File: config.mk
export PLATFORM = sky130hd
export DESIGN_NAME = alu_gpr_datapath
export DESIGN_NICKNAME = d
export VERILOG_FILES = /design/src/rtl/alu_gpr_datapath.sv
export SDC_FILE = /design/constraint.sdc
export NUM_CORES = 1
export LEC_CHECK = 0
export BUFFER_PORTS_ARGS = -buffer_cell sky130_fd_sc_hd__buf_4
export CORE_MARGIN = 2
export CORE_UTILIZATION = 56
export DETAILED_ROUTE_END_ITERATION = 8
export PLACE_DENSITY = 0.82
export SYNTH_ARGS = -nofsm -noshare
export SYNTH_HDL_FRONTEND = slang
export SYNTH_SLANG_ARGS = --single-unit
File: constraint.sdc
create_clock -name clk -period 3.9 [get_ports clk]
set_input_delay 0 -clock clk [delete_from_list [all_inputs] [get_ports clk]]
set_output_delay 0 -clock clk [all_outputs]
set_load 0.02 [all_outputs]
File: src/rtl/alu_gpr_datapath.sv
// ---------------------------------------------------------------------------
// alu_gpr_datapath
//
// Execution core of the multi-cycle TSC CPU: a 4 x WORD_SIZE general purpose
// register file, a combinational WORD_SIZE ALU and the ALU function decoder.
// The controller supplies register indices, write strobes and ALU operands;
// this block returns register read data, the decoded ALU function and the
// ALU result. Register writes only take effect at instruction end (commit).
//
// Ports
//   clk          in   1          rising-edge clock for all state
//   reset_n      in   1          async active-low reset, clears GPR[0..3]
//   commit       in   1          instruction-end strobe, gates the GPR write
//   reg_write    in   1          instruction wants a register write
//   rs, rt       in   2          read port 1 / read port 2 indices
//   wr_reg       in   2          write destination (rt or rd)
//   wr_data      in   WORD_SIZE  write data
//   link_write   in   1          JAL/JRL: destination forced to GPR[2]
//   rd_data1     out  WORD_SIZE  GPR[rs], combinational
//   rd_data2     out  WORD_SIZE  GPR[rt], combinational
//   opcode       in   4          instruction opcode
//   inst_func    in   6          R-type function field
//   fetch_phase  in   1          IF/ID PC increment: ALU forced to ADD
//   alu_a, alu_b in   WORD_SIZE  ALU operands
//   alu_func     out  3          decoded ALU function
//   alu_result   out  WORD_SIZE  ALU result, combinational, modulo 2^WORD_SIZE
// ---------------------------------------------------------------------------
module alu_gpr_datapath #(
    parameter int WORD_SIZE = 16
) (
    input  logic                 clk,
    input  logic                 reset_n,
    input  logic                 commit,
    input  logic                 reg_write,
    input  logic [1:0]           rs,
    input  logic [1:0]           rt,
    input  logic [1:0]           wr_reg,
    input  logic [WORD_SIZE-1:0] wr_data,
    input  logic                 link_write,
    output logic [WORD_SIZE-1:0] rd_data1,
    output logic [WORD_SIZE-1:0] rd_data2,
    input  logic [3:0]           opcode,
    input  logic [5:0]           inst_func,
    input  logic                 fetch_phase,
    input  logic [WORD_SIZE-1:0] alu_a,
    input  logic [WORD_SIZE-1:0] alu_b,
    output logic [2:0]           alu_func,
    output logic [WORD_SIZE-1:0] alu_result
);

    typedef enum logic [2:0] {
        ALU_ADD = 3'd0,
        ALU_SUB = 3'd1,
        ALU_AND = 3'd2,
        ALU_ORR = 3'd3,
        ALU_NOT = 3'd4,
        ALU_TCP = 3'd5,
        ALU_SHL = 3'd6,
        ALU_SHR = 3'd7
    } alu_op_t;

    localparam logic [3:0]           OPC_RTYPE = 4'd15;
    localparam logic [3:0]           OPC_ORI   = 4'd5;
    localparam logic [1:0]           LINK_REG  = 2'd2;
    localparam logic [WORD_SIZE-1:0] ONE       = {{(WORD_SIZE-1){1'b0}}, 1'b1};

    // -----------------------------------------------------------------------
    // Register file
    // -----------------------------------------------------------------------
    logic [WORD_SIZE-1:0] gpr [4];
    logic [1:0]           wr_dest;
    logic                 wr_en;

    assign wr_dest = link_write ? LINK_REG : wr_reg;
    // reg_write may be held for the whole instruction; only the commit edge writes.
    assign wr_en   = commit && reg_write;

    always_ff @(posedge clk or negedge reset_n) begin
        if (!reset_n) begin
            for (int i = 0; i < 4; i++) begin
                gpr[i] <= '0;
            end
        end else if (wr_en) begin
            gpr[wr_dest] <= wr_data;
        end
    end

    // No bypass: a read in the write cycle sees the pre-edge value.
    assign rd_data1 = gpr[rs];
    assign rd_data2 = gpr[rt];

    // -----------------------------------------------------------------------
    // ALU function decode
    // -----------------------------------------------------------------------
    alu_op_t func_sel;

    always_comb begin
        func_sel = ALU_ADD;
        if (fetch_phase) begin
            func_sel = ALU_ADD;
        end else if (opcode == OPC_RTYPE) begin
            // Arithmetic R-type functions are 0..7; WWD/JPR/JRL/HLT use ADD.
            if (inst_func[5:3] == 3'b000) begin
                func_sel = alu_op_t'(inst_func[2:0]);
            end else begin
                func_sel = ALU_ADD;
            end
        end else if (opcode == OPC_ORI) begin
            func_sel = ALU_ORR;
        end else begin
            // Branches, ADI, LHI, LWD, SWD, JMP, JAL and unused opcodes.
            func_sel = ALU_ADD;
        end
    end

    assign alu_func = func_sel;

    // -----------------------------------------------------------------------
    // ALU
    // -----------------------------------------------------------------------
    always_comb begin
        alu_result = '0;
        case (func_sel)
            ALU_ADD: alu_result = alu_a + alu_b;
            ALU_SUB: alu_result = alu_a - alu_b;
            ALU_AND: alu_result = alu_a & alu_b;
            ALU_ORR: alu_result = alu_a | alu_b;
            ALU_NOT: alu_result = ~alu_a;
            ALU_TCP: alu_result = (~alu_a) + ONE;
            ALU_SHL: alu_result = {alu_a[WORD_SIZE-2:0], 1'b0};
            ALU_SHR: alu_result = {alu_a[WORD_SIZE-1], alu_a[WORD_SIZE-1:1]};
            default: alu_result = '0;
        endcase
    end

endmodule

Yosys cells after proc, flatten, opt, wreduce, memory -nomap -nowiden
Cells that the tools add are included.
{"block": "totals", "reg_bits": 64, "out_inout_bits": 51}
{"block": "classes", "n_addsub": 3, "order_cmp": 4, "eq_ne": 9, "n_mux": 15, "bitwise_logic": 6, "n_reduce_logical": 4}
{"op": "$pmux 16 s8", "n": 1}
{"op": "$mux 16", "n": 5}
{"op": "$bmux 16 s2", "n": 2}
{"op": "$bwmux 64", "n": 1}
{"op": "$demux 16 s2", "n": 1}
{"op": "$add 16x1->16 const B", "n": 1}
{"op": "$add 16x16->16", "n": 1}
{"op": "$and 16x16->16", "n": 1}
{"op": "$not 16->16", "n": 1}
{"op": "$or 16x16->16", "n": 1}
{"op": "$sub 16x16->16", "n": 1}
{"op": "$eq 3x3->1 const B", "n": 4}
{"op": "$ge 3x3->1 const B", "n": 3}
{"op": "$mux 3", "n": 3}
{"op": "$not 2->3", "n": 3}
{"op": "$eq 3x2->1 const B", "n": 2}
{"op": "$logic_not 3->1", "n": 2}
{"op": "$eq 4x3->1 const B", "n": 1}
{"op": "$eq 4x4->1 const B", "n": 1}
{"op": "$mux 2", "n": 2}
{"op": "$eq 3x1->1 const B", "n": 1}
{"op": "$lt 3x1->1 const B", "n": 1}
{"op": "$logic_and 1x1->1", "n": 2}

Depth between registers and ports, before layout
Gate-level depths: netlist (run 1).
{"block": "logic_depth", "word_depth": 7, "depth_mapped": 14, "mapped_depth_nobuf": 13}

Least setup slack after synthesis (run 1)
OpenSTA, ideal clock, no wires.
{"block": "synth_timing", "kind": "input-to-output", "from": "input port inst_func[4]", "to": "output port alu_result[14]", "arrival_ns": 3.158, "t_required_ns": 3.900, "setup_slack_ns": 0.742, "cell_stages": 13, "path_buffers": 1, "cell_sequence": "or4_4 nor4_4 clkbuf_1 nor2_1 xnor2_1 ha_1 nor2b_1 o2111ai_1 nand4_1 a41oi_1 a21oi_1 xnor2_1 o21ai_0"}
{"block": "synth_via", "elab_chain_cells": 6, "word_cells_on_any_way": 13, "cone_classes": "eq/ne: 7; mux: 4; reduce/logical: 2"}
{"item": "start: declaration", "line_no": "43", "rtl": "input logic [5:0] inst_func,"}
{"item": "$logic_not 3->1 *", "line_no": "103", "rtl": "if (inst_func[5:3] == 3'b000) begin"}
{"item": "$mux 3 *", "line_no": "103"}
{"item": "$mux 3 *", "line_no": "101", "rtl": "end else if (opcode == OPC_RTYPE) begin"}
{"item": "$mux 3 *", "line_no": "99", "rtl": "if (fetch_phase) begin"}
{"item": "$eq 3x3->1, or another cell as far along", "line_no": "123", "rtl": "case (func_sel)"}
{"item": "$pmux 16 s8 *", "line_no": "123"}
{"item": "end: declaration", "line_no": "48", "rtl": "output logic [WORD_SIZE-1:0] alu_result"}
Every way passes the cells marked *; elsewhere a longest branch is shown, timed or not.

Final worst setup path (run 1)
{"block": "layout_timing", "from": "input port inst_func[4]", "to": "output port alu_result[15]"}
Same word-level chain as after synthesis.

==> results.yml, run 1 <==
status:
  outcome: "finished clean"
clock_network:
  cts_setup_buffers: 0
  post_cts_resized: 0
  cts_inserted_buffers: 9
  cts_tree: "yes"
  cts.htree.levels: 3
  clk_latency_ns: 0.35
  cts-root-buf: "clkbuf_8"
  cts.sink_count: 64
  cts_max_path_buffers: 2
  worst_setup_hold_path_clk_slew_ns: 0.08
timing:
  timing.hold.ws_ns: 0.289
  tns_ns: 0
  slew-limit-headroom: 0.374
  max_clock_freq_ghz: 0.284
  post-route-period-util: 0.904
  timing.clock.skew_ns: 0
  setup_violations: 0
  timing_worst_slew_pin_value_ns: 0.936
  setup_repair_after_global_routing_missed_its_margin: "false"
  final_period_minus_worst_setup_slack_ns: 3.53
  finalMaxSlewViolations: 0
  hold_viol_final: 0
power_and_ir_drop:
  ir_drop_mv: 0.324
  powerDensity_nw_per_um2: 397
  leakagePower_uw: 0.00296
  total_power_uw: 2780
global_routing:
  grt_max_degree: 65
  grt_antenna_before_repair: 0
  global_route.usage.total: 0.343
  grt_first_pass_wirelength_um: 29300
  via_count_of_the_first_global_routing_pass: 5482
  global_route.overflow_total: 0
yosys:
  synthXorXnorAreaFrac: 0.0471
  yosys.area_share.simple: 0.168
  synth_fp_nets: 649
  synth_top_area_cell: "dfrtp_1"
  post_synth_main_area_contributors: "dfrtp_1 29%, mux2_2 13%, mux4_2 13%, ha_1 4.3%, a21oi_1 3.8%"
  most_common_library_cells_after_synthesis: "65 x mux2_2, 64 x dfrtp_1, 48 x nor2_1"
  synth_sequential_area_ratio: 0.289
  synth_edf_count: 0
  post_synth_fa_ha_maj_area_fraction: 0.0483
  synth_compound_gate_area_share: 0.150
  post_synthesis_instance_total: 559
  yosys_warnings: 0
  syn_avg_cell_area_sq_um: 9.92
  postSynthRegisterBits: 64
  main_combinational_cell_family_by_area_after_synthesis: "multiplexers"
  synthesis.area_sq_um: 5550
  post-synth-top-count-cell: "mux2_2"
  ys_types: 61
  synth_async_sr_flop_share: 1.00
  yosysTopAreaCellShare: 0.289
  postSynth.topFlopCell: "dfrtp_1"
  synthMuxAreaShare: 0.266
routing:
  drt_wl_total_um: 18500
  drt-vias-per-instance: 6.66
  detail_route.drc_violations: 0
  detailedRoute.firstIterationViolations: 719
  via_count_of_the_routed_design: 5505
  ant_nets: 0
  drt_pass1_iterations: 6
  wire_per_inst_um: 22.3
die:
  effective_utilization_at_floorplan: 0.573
  ios: 121
  placeable_area_sq_um: 9680
  die_w_um: 104
  die_area_sq_um: 10700
  fp.dieH_um: 104
  core.rowCount: 36
critical_path:
  worst_ep_arrival_time_ns: 3.53
  worst-endpoint-required_ns: 3.90
  worstSetupStartpointType: "input pin"
  critical_path_peak_fanout: 10
  crit_type: "input pin to output pin"
  crit_path_end_kind: "output pin"
finish:
  final_net_count: 779
  biggestRegsByFlops: "gpr (64)"
  n_antenna_cell: 0
  final-instance-count-excl-fill: 827
  number_of_flip_flops_under_the_largest_register_name: 64
  drive_above_1_share: 0.382
  syn2layout_area_growth_pct: 26.5
  max_flop_register: "gpr"
job:
  max-cap-violations: 0
placed_design:
  placement.io_buffers: 120
  detailed_place_hpwl_um: 12700
  numPlacedInstances: 794
  gp_congestion: 0.981
hold_path:
  timing.hold.worst.class: "input pin to asynchronous set/reset pin"
what timing repair did:
action / in CTS / in global routing
hold buffers: 17 / 0
endpoints found under the setup margin: 0 / 0
endpoints found under the hold margin: 128 / 0
per-stage QoR:
step | setup WS [ns] | utilization | area (sq um)
2_1_floorplan | 0.742 | - | 5550
3_3_place_gp | 0.574 | 0.681 | 6600
3_5_place_dp | 0.457 | 0.681 | 6600
4_1_cts | 0.449 | 0.725 | 7020
5_1_grt | 0.135 | 0.725 | 7020
6_report | 0.374 | 0.725 | 7020
power by group:
group	total (uW)	internal [uW]	switching [uW]
clock network	729	433	296
logic	1120	560	558
registers	936	812	124
total	2780	1800	978
final cells by class:
| type | instances | area, sq um |
|---|---|---|
| Tap cell | 133 | 166 |
| Inverter | 13 | 48.8 |
| Clock inverter | 7 | 125 |
| Multi-Input combinational cell | 451 | 3780 |
| Clock buffer | 9 | 124 |
| Fill cell | 704 | 2670 |
| Timing Repair Buffer | 150 | 1170 |
| Sequential cell | 64 | 1600 |
metal layers:
| layer | GRT usage | part of all wire |
|---|---|---|
| met3 | 0.0673 | 0.11 |
| met5 | 0 | 0 |
| met4 | 0.118 | 0.031 |
| met2 | 0.565 | 0.48 |
| met1 | 0.457 | 0.38 |
cells by family (layout without fill, tap and decap cells):
| family | count (synthesis) | count (layout) |
|---|---|---|
| and+or+nand+nor | 172 | 172 |
| AOI/OAI and AO/OA | 130 | 130 |
| muxes | 99 | 99 |
| DFF | 64 | 64 |
| buffers and inverters | 44 | 179 |
| xor gates and xnor gates | 29 | 29 |
| adders and majority gates | 21 | 21 |
cells in the final DEF, fill, tap and decap left out, drive strengths merged, types with 3 or more instances in the layout:
cell type	netlist	routed
inv	13	16
nand3	12	12
nor4	10	10
dfrtp	64	64
nor4b	4	4
xnor2	23	23
bufinv	0	3
ha	19	19
buf	7	133
o21ai	25	25
o211ai	5	5
dlygate4sd3	0	17
mux2	65	65
nand4	4	4
or2	3	3
nand2	43	43
or3	4	4
nand2b	8	8
a22oi	4	4
o31ai	3	3
a211oi	9	9
clkbuf	24	9
nor2b	5	5
a21oi	42	42
or4	5	5
nor3	15	15
nor2	50	50
a31oi	5	5
o21bai	3	3
a222oi	3	3
mux4	32	32
a221oi	7	7
xor2	6	6
a32oi	4	4
o2111ai	5	5
a21o	4	4
path summary, 6_finish.rpt:
check | start | cells after the start | slack, ns | to
max | inst_func[4] | 15 | 0.37 | alu_result[15]
min | reset_n | 2 | 0.29 | gpr[12]
max in group asynchronous | reset_n | 2 | 3.09 | gpr[38]
max reg2reg | gpr[8] | 1 | 3.06 | gpr[8]
min in group clk | wr_reg[0] | 4 | 0.29 | gpr[54]
min reg2reg | gpr[58] | 1 | 0.53 | gpr[58]
critical path: stages:
cell and delay [ns]:
buf_4 0.12, or4_4 0.56, nor4_4 0.47, buf_4 0.25
nor2_1 0.07, xnor2_1 0.14, ha_1 0.41, a21oi_1 0.12
o21ai_0 0.33, nor4_1 0.11, buf_4 0.16, o31ai_1 0.29
mux2i_1 0.21, o211ai_1 0.10, buf_4 0.18
Power figures use the tool's default switching activity.
==> inputs of run 2 (changes only) <==
CORE_UTILIZATION = 35   (was 56)
PLACE_DENSITY = 0.55   (was 0.82)
==> results.yml, run 2 (same netlist as run 1, synthesis figures left out) <==
status:
  outcome: "finished clean"
critical_path:
  reg2reg_setup_slack_ns: 3.11
  worst-endpoint-required_ns: 3.90
  cp.buffers_inverters: 4
  worst_ep_arrival_time_ns: 3.49
  cpMostUsedCell: "buf_4"
  critical_path_peak_fanout: 14
  timing.critical_path.max_delay_family: "compound AO/OA/AOI/OAI gates"
  cp_slowest_cell: "or4_4"
  cell_breakdown_of_the_critical_path: "buf_4 -> or4_4 -> nor4_4 -> buf_4 -> a21oi_1 -> xnor2_1 -> ha_1 -> a21o_1 -> a31oi_1 -> a21oi_1 -> nor4_1 -> buf_4 -> o31ai_1 -> mux2i_1 -> o211ai_1 -> buf_4"
  crit_path_end_kind: "output pin"
  r2r_cells: 1
  critical_path_max_stage_delay_ns: 0.56
  worst_r2r_endpoint: "gpr[58]"
  crit_type: "input pin to output pin"
  worstSetupStartpointType: "input pin"
  timing.rr.start: "gpr[58]"
power_and_ir_drop:
  pwr-share-clk: 0.318
  leakagePower_uw: 0.00300
  power.share.switching: 0.311
  ir_drop_mv: 0.321
  powerDensity_nw_per_um2: 408
  power_frac_comb: 0.371
  power.switching_uw: 915
  seq_power_share: 0.311
  power.internal_uw: 2030
timing:
  finalMaxSlewViolations: 0
  timing.clock.skew_ns: 0
  slew-limit-headroom: 0.194
  timing_worst_slew_pin_value_ns: 1.21
  hold_viol_final: 0
  tns_ns: 0
  post-route-period-util: 0.894
  setup_violations: 0
  max_clock_freq_ghz: 0.287
  final_period_minus_worst_setup_slack_ns: 3.49
  setup_repair_after_global_routing_missed_its_margin: "false"
placed_design:
  placement.io_buffers: 120
  gp_congestion: 0.894
  detailed_place_hpwl_um: 13100
global_routing:
  via_count_of_the_first_global_routing_pass: 5231
  global_route.overflow_total: 0
  grt_max_degree: 65
  grt_first_pass_wirelength_um: 28000
  grt_antenna_before_repair: 0
  global_route.usage.total: 0.212
die:
  placeable_area_sq_um: 15700
  fp.dieH_um: 130
  die_area_sq_um: 16900
  core.rowCount: 46
  die_w_um: 130
  ios: 121
  effective_utilization_at_floorplan: 0.353
routing:
  ant_nets: 0
  detail_route.drc_violations: 0
  detailedRoute.firstIterationViolations: 387
  drt_pass1_iterations: 4
  via_count_of_the_routed_design: 5191
  wire_per_inst_um: 19.6
  drt-vias-per-instance: 5.72
  drt_wl_total_um: 17800
job:
  max-cap-violations: 0
finish:
  n_antenna_cell: 0
  finish.utilization: 0.459
  max_flop_register: "gpr"
  biggestRegsByFlops: "gpr (64)"
  drive_above_1_share: 0.380
  mostFrequentLayoutCells: "131 x buf_4, 65 x mux2_2, 64 x dfrtp_1"
  final_net_count: 777
  layout.cells.most_common: "buf_4"
  syn2layout_area_growth_pct: 30.0
  number_of_flip_flops_under_the_largest_register_name: 64
clock_network:
  cts.sink_count: 64
  cts_tree: "yes"
  cts_inserted_buffers: 9
  cts.htree.levels: 3
  cts-root-buf: "clkbuf_16"
  clk_latency_ns: 0.32
  cts_max_path_buffers: 2
  post_cts_resized: 0
  worst_setup_hold_path_clk_slew_ns: 0.05
hold_path:
  timing.hold.worst.class: "input pin to asynchronous set/reset pin"
-- run 2: per-stage QoR --
| stage | cell area (sq um) | total power (uW) | cells | setup WS (ns) | hold slack (ns) |
|---|---|---|---|---|---|
| floorplan | 5550 | 1580 | 559 | 0.742 | -0.296 |
| global route | 7210 | 3100 | 908 | 0.257 | 0.335 |
| finish | 7210 | 2940 | 908 | 0.413 | 0.301 |
| CTS | 7210 | 2970 | 908 | 0.471 | 0.316 |
| global placement | 6690 | 1960 | 875 | 0.600 | 0.126 |
| detailed placement | 6690 | 2010 | 875 | 0.488 | 0.143 |
-- run 2: routing by layer --
metal / up-vias / GRT usage / wire (um)
li1: 2391 / - / -
met1: 2569 / 0.267 / 7430
met2: 200 / 0.370 / 8880
met3: 31 / 0.0406 / 1140
met4: 0 / 0.0614 / 379
met5: - / 0 / 0
-- run 2: how the worst max path moves through the flow --
stage                     cells past startpoint              to          from  slack [ns]
after global routing                         16  alu_result[15]  inst_func[4]        0.26
after global placement                       16  alu_result[15]  inst_func[4]        0.60
after detailed placement                     16  alu_result[15]  inst_func[4]        0.49
after floorplan                              13  alu_result[14]  inst_func[4]        0.74
final                                        16  alu_result[15]  inst_func[4]        0.41
after CTS                                    16  alu_result[15]  inst_func[4]        0.47
-- run 2: power by group through the flow --
stage | clock network [uW] | registers (uW) | logic [uW]
2_1_floorplan | 0 | 889 | 687
3_3_place_gp | 0 | 904 | 1060
3_5_place_dp | 0 | 926 | 1080
4_1_cts | 953 | 916 | 1100
5_1_grt | 987 | 938 | 1170
6_report | 937 | 914 | 1090
-- run 2: final cells by class --
| cell class | instances | area, sq um |
|---|---|---|
| tap | 216 | 270 |
| multi-input combinational | 451 | 3780 |
| clock buffer | 11 | 253 |
| clock inverter | 5 | 103 |
| inverter | 13 | 48.8 |
| fill | 1507 | 8500 |
| timing repair buffer | 148 | 1150 |
| sequential | 64 | 1600 |
-- run 2: what timing repair did --
item	CTS	global route
buffers inserted	0	0
endpoints found under the setup margin	0	0
hold buffers	17	0
hold endpoints to repair	128	0
